===== src/rtl/tt_bist_harness.sv =====
// tt_bist_harness: built-in self-test wrapper for a Tiny Tapeout user design.
// A Galois LFSR drives pseudo-random vectors into the wrapped core. The core's
// responses are folded into a MISR, and the final signature is compared
// against a golden value.
// Optional feature macro: BIST_XMASK_EN adds an xmask input. Masked response
// bits are then excluded from the signature.
module tt_bist_harness #(
    parameter int               WIDTH = 8,
    parameter int               LEN   = 256,
    parameter int               LAT   = 1,
    parameter logic [WIDTH-1:0] POLY  = 8'h1D,
    parameter logic [WIDTH-1:0] SEED  = 8'h01
) (
    input  logic             clk,
    input  logic             rst,
    input  logic             start,
    input  logic [WIDTH-1:0] expected,
    input  logic [WIDTH-1:0] resp,
`ifdef BIST_XMASK_EN
    input  logic [WIDTH-1:0] xmask,
`endif
    output logic [WIDTH-1:0] stim,
    output logic             busy,
    output logic             done,
    output logic             pass,
    output logic [WIDTH-1:0] signature
);

    // An all-zero seed would lock the LFSR at zero, so it is promoted to 1.
    localparam logic [WIDTH-1:0] SEED_EFF = (SEED == '0) ? WIDTH'(1) : SEED;

    typedef enum logic [1:0] {
        IDLE  = 2'd0,
        RUN   = 2'd1,
        DRAIN = 2'd2,
        DONE  = 2'd3
    } state_t;

    state_t           state;
    state_t           state_next;
    logic [WIDTH-1:0] lfsr;
    logic [WIDTH-1:0] misr;
    logic [WIDTH-1:0] misr_next;
    logic [WIDTH-1:0] resp_eff;
    logic [15:0]      vec_cnt;
    logic [2:0]       drain_cnt;
    logic             run_last;
    logic             drain_last;
    logic             start_go;
    logic             finish;
    logic             run_now;
    logic             tag;

    // The LFSR and the MISR share this Galois shift-and-feedback step.
    function automatic logic [WIDTH-1:0] step(input logic [WIDTH-1:0] x);
        return {x[WIDTH-2:0], 1'b0} ^ (x[WIDTH-1] ? POLY : '0);
    endfunction

`ifdef BIST_XMASK_EN
    assign resp_eff = resp & ~xmask;
`else
    assign resp_eff = resp;
`endif

    assign run_now    = (state == RUN);
    assign run_last   = (vec_cnt == 16'(LEN - 1));
    assign drain_last = (drain_cnt == 3'(LAT - 1));
    assign start_go   = start && ((state == IDLE) || (state == DONE));
    assign misr_next  = step(misr) ^ resp_eff;

    // The state register. Reset aborts any run and returns to IDLE.
    always_ff @(posedge clk) begin
        if (rst) begin
            state <= IDLE;
        end else begin
            state <= state_next;
        end
    end

    // Next-state logic. The finish strobe marks the edge that enters DONE.
    always_comb begin
        state_next = state;
        finish     = 1'b0;
        case (state)
            IDLE, DONE: begin
                if (start) begin
                    state_next = RUN;
                end
            end
            RUN: begin
                if (run_last) begin
                    if (LAT == 0) begin
                        state_next = DONE;
                        finish     = 1'b1;
                    end else begin
                        state_next = DRAIN;
                    end
                end
            end
            DRAIN: begin
                if (drain_last) begin
                    state_next = DONE;
                    finish     = 1'b1;
                end
            end
            default: state_next = IDLE;
        endcase
    end

    // Each driven vector is tagged, and the tag is delayed by the core's
    // latency. Its response is compressed exactly when that response is valid.
    generate
        if (LAT == 0) begin : g_tag_direct
            assign tag = run_now;
        end else begin : g_tag_pipe
            logic [LAT-1:0] valid_sr;

            // The valid pipeline is cleared on reset and on every new run.
            always_ff @(posedge clk) begin
                if (rst || start_go) begin
                    valid_sr <= '0;
                end else begin
                    valid_sr <= LAT'({valid_sr, run_now});
                end
            end

            assign tag = valid_sr[LAT-1];
        end
    endgenerate

    // Datapath: stimulus generation, vector and drain counting, compression,
    // and the registered pass verdict.
    always_ff @(posedge clk) begin
        if (rst) begin
            lfsr      <= SEED_EFF;
            misr      <= '0;
            vec_cnt   <= '0;
            drain_cnt <= '0;
            pass      <= 1'b0;
        end else if (start_go) begin
            lfsr      <= SEED_EFF;
            misr      <= '0;
            vec_cnt   <= '0;
            drain_cnt <= '0;
            pass      <= 1'b0;
        end else begin
            if (state == RUN) begin
                lfsr    <= step(lfsr);
                vec_cnt <= vec_cnt + 16'd1;
            end
            drain_cnt <= (state == DRAIN) ? drain_cnt + 3'd1 : 3'd0;
            if (tag) begin
                misr <= misr_next;
            end
            if (finish) begin
                pass <= (misr_next == expected);
            end
        end
    end

    assign stim      = run_now ? lfsr : '0;
    assign busy      = (state == RUN) || (state == DRAIN);
    assign done      = (state == DONE);
    assign signature = misr;

endmodule


===== config.mk =====
export PLATFORM = sky130hd
export DESIGN_NAME = tt_bist_harness
export DESIGN_NICKNAME = d
export VERILOG_FILES = /design/src/rtl/tt_bist_harness.sv
export SDC_FILE = /design/constraint.sdc
export NUM_CORES = 1
export LEC_CHECK = 0
export ABC_CLOCK_PERIOD_IN_PS = 4850
export BUFFER_PORTS_ARGS = -buffer_cell sky130_fd_sc_hd__buf_4
export CAP_MARGIN = 15
export CORE_MARGIN = 2
export CORE_UTILIZATION = 39
export DETAILED_ROUTE_END_ITERATION = 6
export HOLD_SLACK_MARGIN = 0.15
export SYNTH_ARGS = -nofsm -noshare
export SYNTH_HDL_FRONTEND = slang
export SYNTH_SLANG_ARGS = --single-unit

===== constraint.sdc =====
create_clock -name clk -period 4.85 [get_ports clk]
set_input_delay 0.97 -clock clk [delete_from_list [all_inputs] [get_ports clk]]
set_output_delay 0.97 -clock clk [all_outputs]
set_load 0.05 [all_outputs]

# Word level (Yosys, flattened, before mapping)
# Cells that the tools add are included.
# op_classes
add_sub_neg	2
eq_ne	8
mux	9
n_bitwise	4
reduce_logical	10
# op_table
cell	count
adder 16 x 1 -> 16 bit (second input constant)	1
equality test 16 x 8 -> 1 bit (second input constant)	1
bitwise XOR 8 x 5 -> 8 bit	2
two-way mux 5 bit	2
equality test 8 bit	1
two-way mux 8 bit	1
bitwise XOR 8 bit	1
two-way mux 2 bit	3
!= test 2 bit (second input constant)	3
case mux 2 bit (3 select lines)	1
equality test 2 bit (second input constant)	2
OR reduction 2 bit	2
adder 3 x 1 -> 3 bit (second input constant)	1
logical NOT 3 bit	1
logical OR 1 bit	3
AND reduction 3 bit	1
OR reduction 3 bit	1
equality test 2 x 1 -> 1 bit (second input constant)	1
logical NOT 2 bit	1
two-way mux 1 bit	2
logical AND 1 bit	1
inverter 1 bit	1
# word_totals
register_bits	39
input_bits	19
output_inout_bits	19
elab_cells	40

# Longest topological paths before layout
# logic_depth
depth_word	4
ltp_mapped	7
depth_no_buf	6

# Least setup slack after synthesis
# OpenSTA, ideal clock, no wires.
# synth_path
kind	register to output
start	reg state[1]
end	out stim[1]
arrival_ns	1.597
required_time_ns	3.880
slack_ns	2.283
stages_incl_launch_ff	6
path_buffers	2
cell_sequence	dfxtp_1 > inv_1 > ha_1 > clkbuf_1 > clkbuf_1 > and2_1
# synth_via
elab_chain_len	2
# synth_lines
item	line_no	source
start: declaration	39	state_t state;
start signal: assignment	76	state <= state_next;
equality test 2 x 1 -> 1 bit	65	assign run_now = (state == RUN);
named net run_now	51	logic run_now;
two-way mux 8 bit	161	assign stim = run_now ? lfsr : '0;
end: declaration	22	output logic [WIDTH-1:0] stim,
# The timed path passes the listed nets, and every way through them passes these cells.

# Worst setup path after layout
# layout_path
start	reg state[1]
end	out stim[7]
# Same word-level chain as after synthesis.

==> impl_metrics.ini <==
[layout]
insertedDiodeCount = 0
layout_commonest_cell = dfxtp_1
area_delta_synth_final_pct = 19.8
drive_gt1_share_pct = 21.6
nFillCells = 524
nets = 281
final_cell_mix = dfxtp_1 (39), buf_4 (37), nor2_1 (29), xnor2_1 (16), inv_1 (12)

[global_route]
grt_use_met1_pct = 17.3
grt_first_pass_wirelength_um = 6730
use_met2_pct = 23.1
grt_max_degree = 34
gr-usage-all-layers_pct = 14.2
use_met3_pct = 4.03
gr-total-overflow = 0
first_global_vias = 1532
antenna_found_initial = 0
grt-busiest-layer = met2

[setup_path]
crit_start = state[1]$_SDFFE_PP0P_
path_class = flop to output pin
cp.required_ns = 3.88
end_kind = output pin
cp-start-kind = flop
path_max_fanout = 22
critPathArrivalTime_ns = 1.81
reg2reg_from = state[0]$_SDFFE_PP0P_

[worst_hold_path]
hold_path.startpoint = drain_cnt[0]$_SDFF_PP0_
hold_path_class = flop to flop

[yosys]
ys_warn_count = 0
synth_area_per_cell_um2 = 9.36
yosys.area_share.adder_pct = 4.26
netlist_area_mm2 = 0.00206
ys_async_sr_fraction_pct = 0
synth-compound-area-share_pct = 15.4
synth_edf_count = 0
yosysSeqAreaShare_pct = 37.9
ys_types = 50
synth_top_family_by_area = simple AND/OR/NAND/NOR gates
synth_cells = 220
synth_mux_area_share_pct = 1.95
synth_xor_area_share_pct = 16.4
synth_flop_cell = dfxtp_1
synth-simple-area-share_pct = 19.5
syn-num-nets = 246
synth-seq-cells = 39

[clocking]
cts_buffers = 5
clock_sinks = 39
insertion_delay_ns = 0.29
cts_tree = built
cts_resized = 0
post_cts_buffers = 0
clock_path_buffers = 2
clk_pin_slew_worst_paths_ns = 0.08
htreeDepth = 2
cts.hold.buffers_added = 0
clockRootBuffer = clkbuf_8

[outcome]
status = completed

[timing]
fin_crit_ns = 2.78
fin_ws_ns = 2.07
hold_slack_ns = 0.454
setup_violations = 0
drv_slew = 0
fmax_mhz = 359
hold_viol_final = 0
worstMarginPinSlew_ns = 1.05
rsz0062_at_grt = false
skew_ns = 0.00669
tns_ns = 0
relSlewSlack_pct = 29.9
period_share_pct = 57.4

[die]
die_w_um = 76.6
ios = 38
initial_core_util_pct = 40.3
dieArea_mm2 = 0.00587
rows = 26
fp.dieH_um = 76.6
core_mm2 = 0.00511

[placement]
hpwlAfterDp_um = 2870
pre_cts_ws_ns = 2.08
routabilityCongestion = 0.805
port-buffer-count = 37

[routing]
drt.antenna.violating_nets = 0
firstDrtPassIters = 4
drt_wl_total_um = 3870
drtIter0Drc = 30
vias = 1601
drc = 0
wl_per_cell_um = 11.9
via_per_inst = 4.93

[power]
p_leak_nw = 0.966
irDropWorstVdd_mv = 0.227
p_per_area_mw_per_mm2 = 412
power_mw = 1.01

[flow_run]
maxCapViolCount = 0
## kinds of logic after synthesis
logic type | after synthesis
buffers and inverters | 22
muxes | 4
xor gates and xnor gates | 29
and+or+nand+nor | 75
adders and majority gates | 7
AOI/OAI and AO/OA | 44
DFF | 39
## sequential cells by signal, summed over array words and instances, names as in the netlist
| name | count |
|---|---|
| lfsr | 8 |
| state | 2 |
| vec_cnt | 16 |
| signature | 8 |
| drain_cnt | 3 |
| g_tag_pipe.valid_sr | 1 |
| pass | 1 |
## critical path: stages (launching register included)
cell and delay (ns):
dfxtp_1 0.33, inv_1 0.09, ha_1 0.63, and2_1 0.25
buf_4 0.20
## worst paths after layout
path / slack, ns / endpoint / depth (start not counted)
worst max-delay path: 2.07 / stim[7] / 4
worst min-delay path: 0.45 / drain_cnt[0]$_SDFF_PP0_ / 1
worst max register to register: 2.41 / pass$_SDFFE_PP0P_ / 6
worst min register to register: 0.45 / drain_cnt[0]$_SDFF_PP0_ / 1
## metal layers
| layer | wire, µm | up-vias |
|---|---|---|
| met2 | 1780 | 29 |
| met5 | 0 | - |
| met3 | 185 | 5 |
| met4 | 63 | 0 |
| met1 | 1840 | 722 |
| li1 | - | 845 |
## area by class of cell
type	count	area, µm²	share of cell area [%]
Sequential cell	39	781	31.7
Multi-Input combinational cell	159	1180	48.0
Clock buffer	6	82.6	3.35
Clock inverter	1	5.00	0.203
Tap cell	70	87.6	3.55
Timing Repair Buffer	37	278	11.3
Inverter	13	48.8	1.98
## per-stage QoR
step,utilization (%),cells,area (µm²)
after global placement,46.5,318,2380
final,48.3,325,2460
after CTS,48.3,325,2460
after floorplan,-,220,2060
after global routing,48.3,325,2460
after detailed placement,46.5,318,2380
## power breakdown
group	switching, mW	leakage (nW)	internal [mW]
Sequential	0.0433	0.316	0.359
Combinational	0.233	0.603	0.155
Clock	0.112	0.0470	0.112
## synthesized netlist by cell type, types with 4 or more instances
| library cell | instances | area share, % |
|---|---|---|
| mux2i_1 | 4 | 1.9 |
| xnor2_1 | 16 | 6.8 |
| a211oi_1 | 10 | 3.6 |
| dfxtp_1 | 39 | 38 |
| or3_1 | 4 | 1.2 |
| xor2_1 | 7 | 3.0 |
| nand4_1 | 5 | 1.5 |
| o21ai_0 | 4 | 0.97 |
| a21oi_1 | 11 | 2.7 |
| nand3_1 | 4 | 0.97 |
| nor2_1 | 29 | 5.3 |
| nand2_1 | 8 | 1.5 |
| inv_1 | 12 | 2.2 |
| and2_1 | 10 | 3.0 |
| ha_1 | 7 | 4.3 |
| buf_1 | 4 | 0.73 |
No activity file was read; power rests on OpenSTA's default activity.
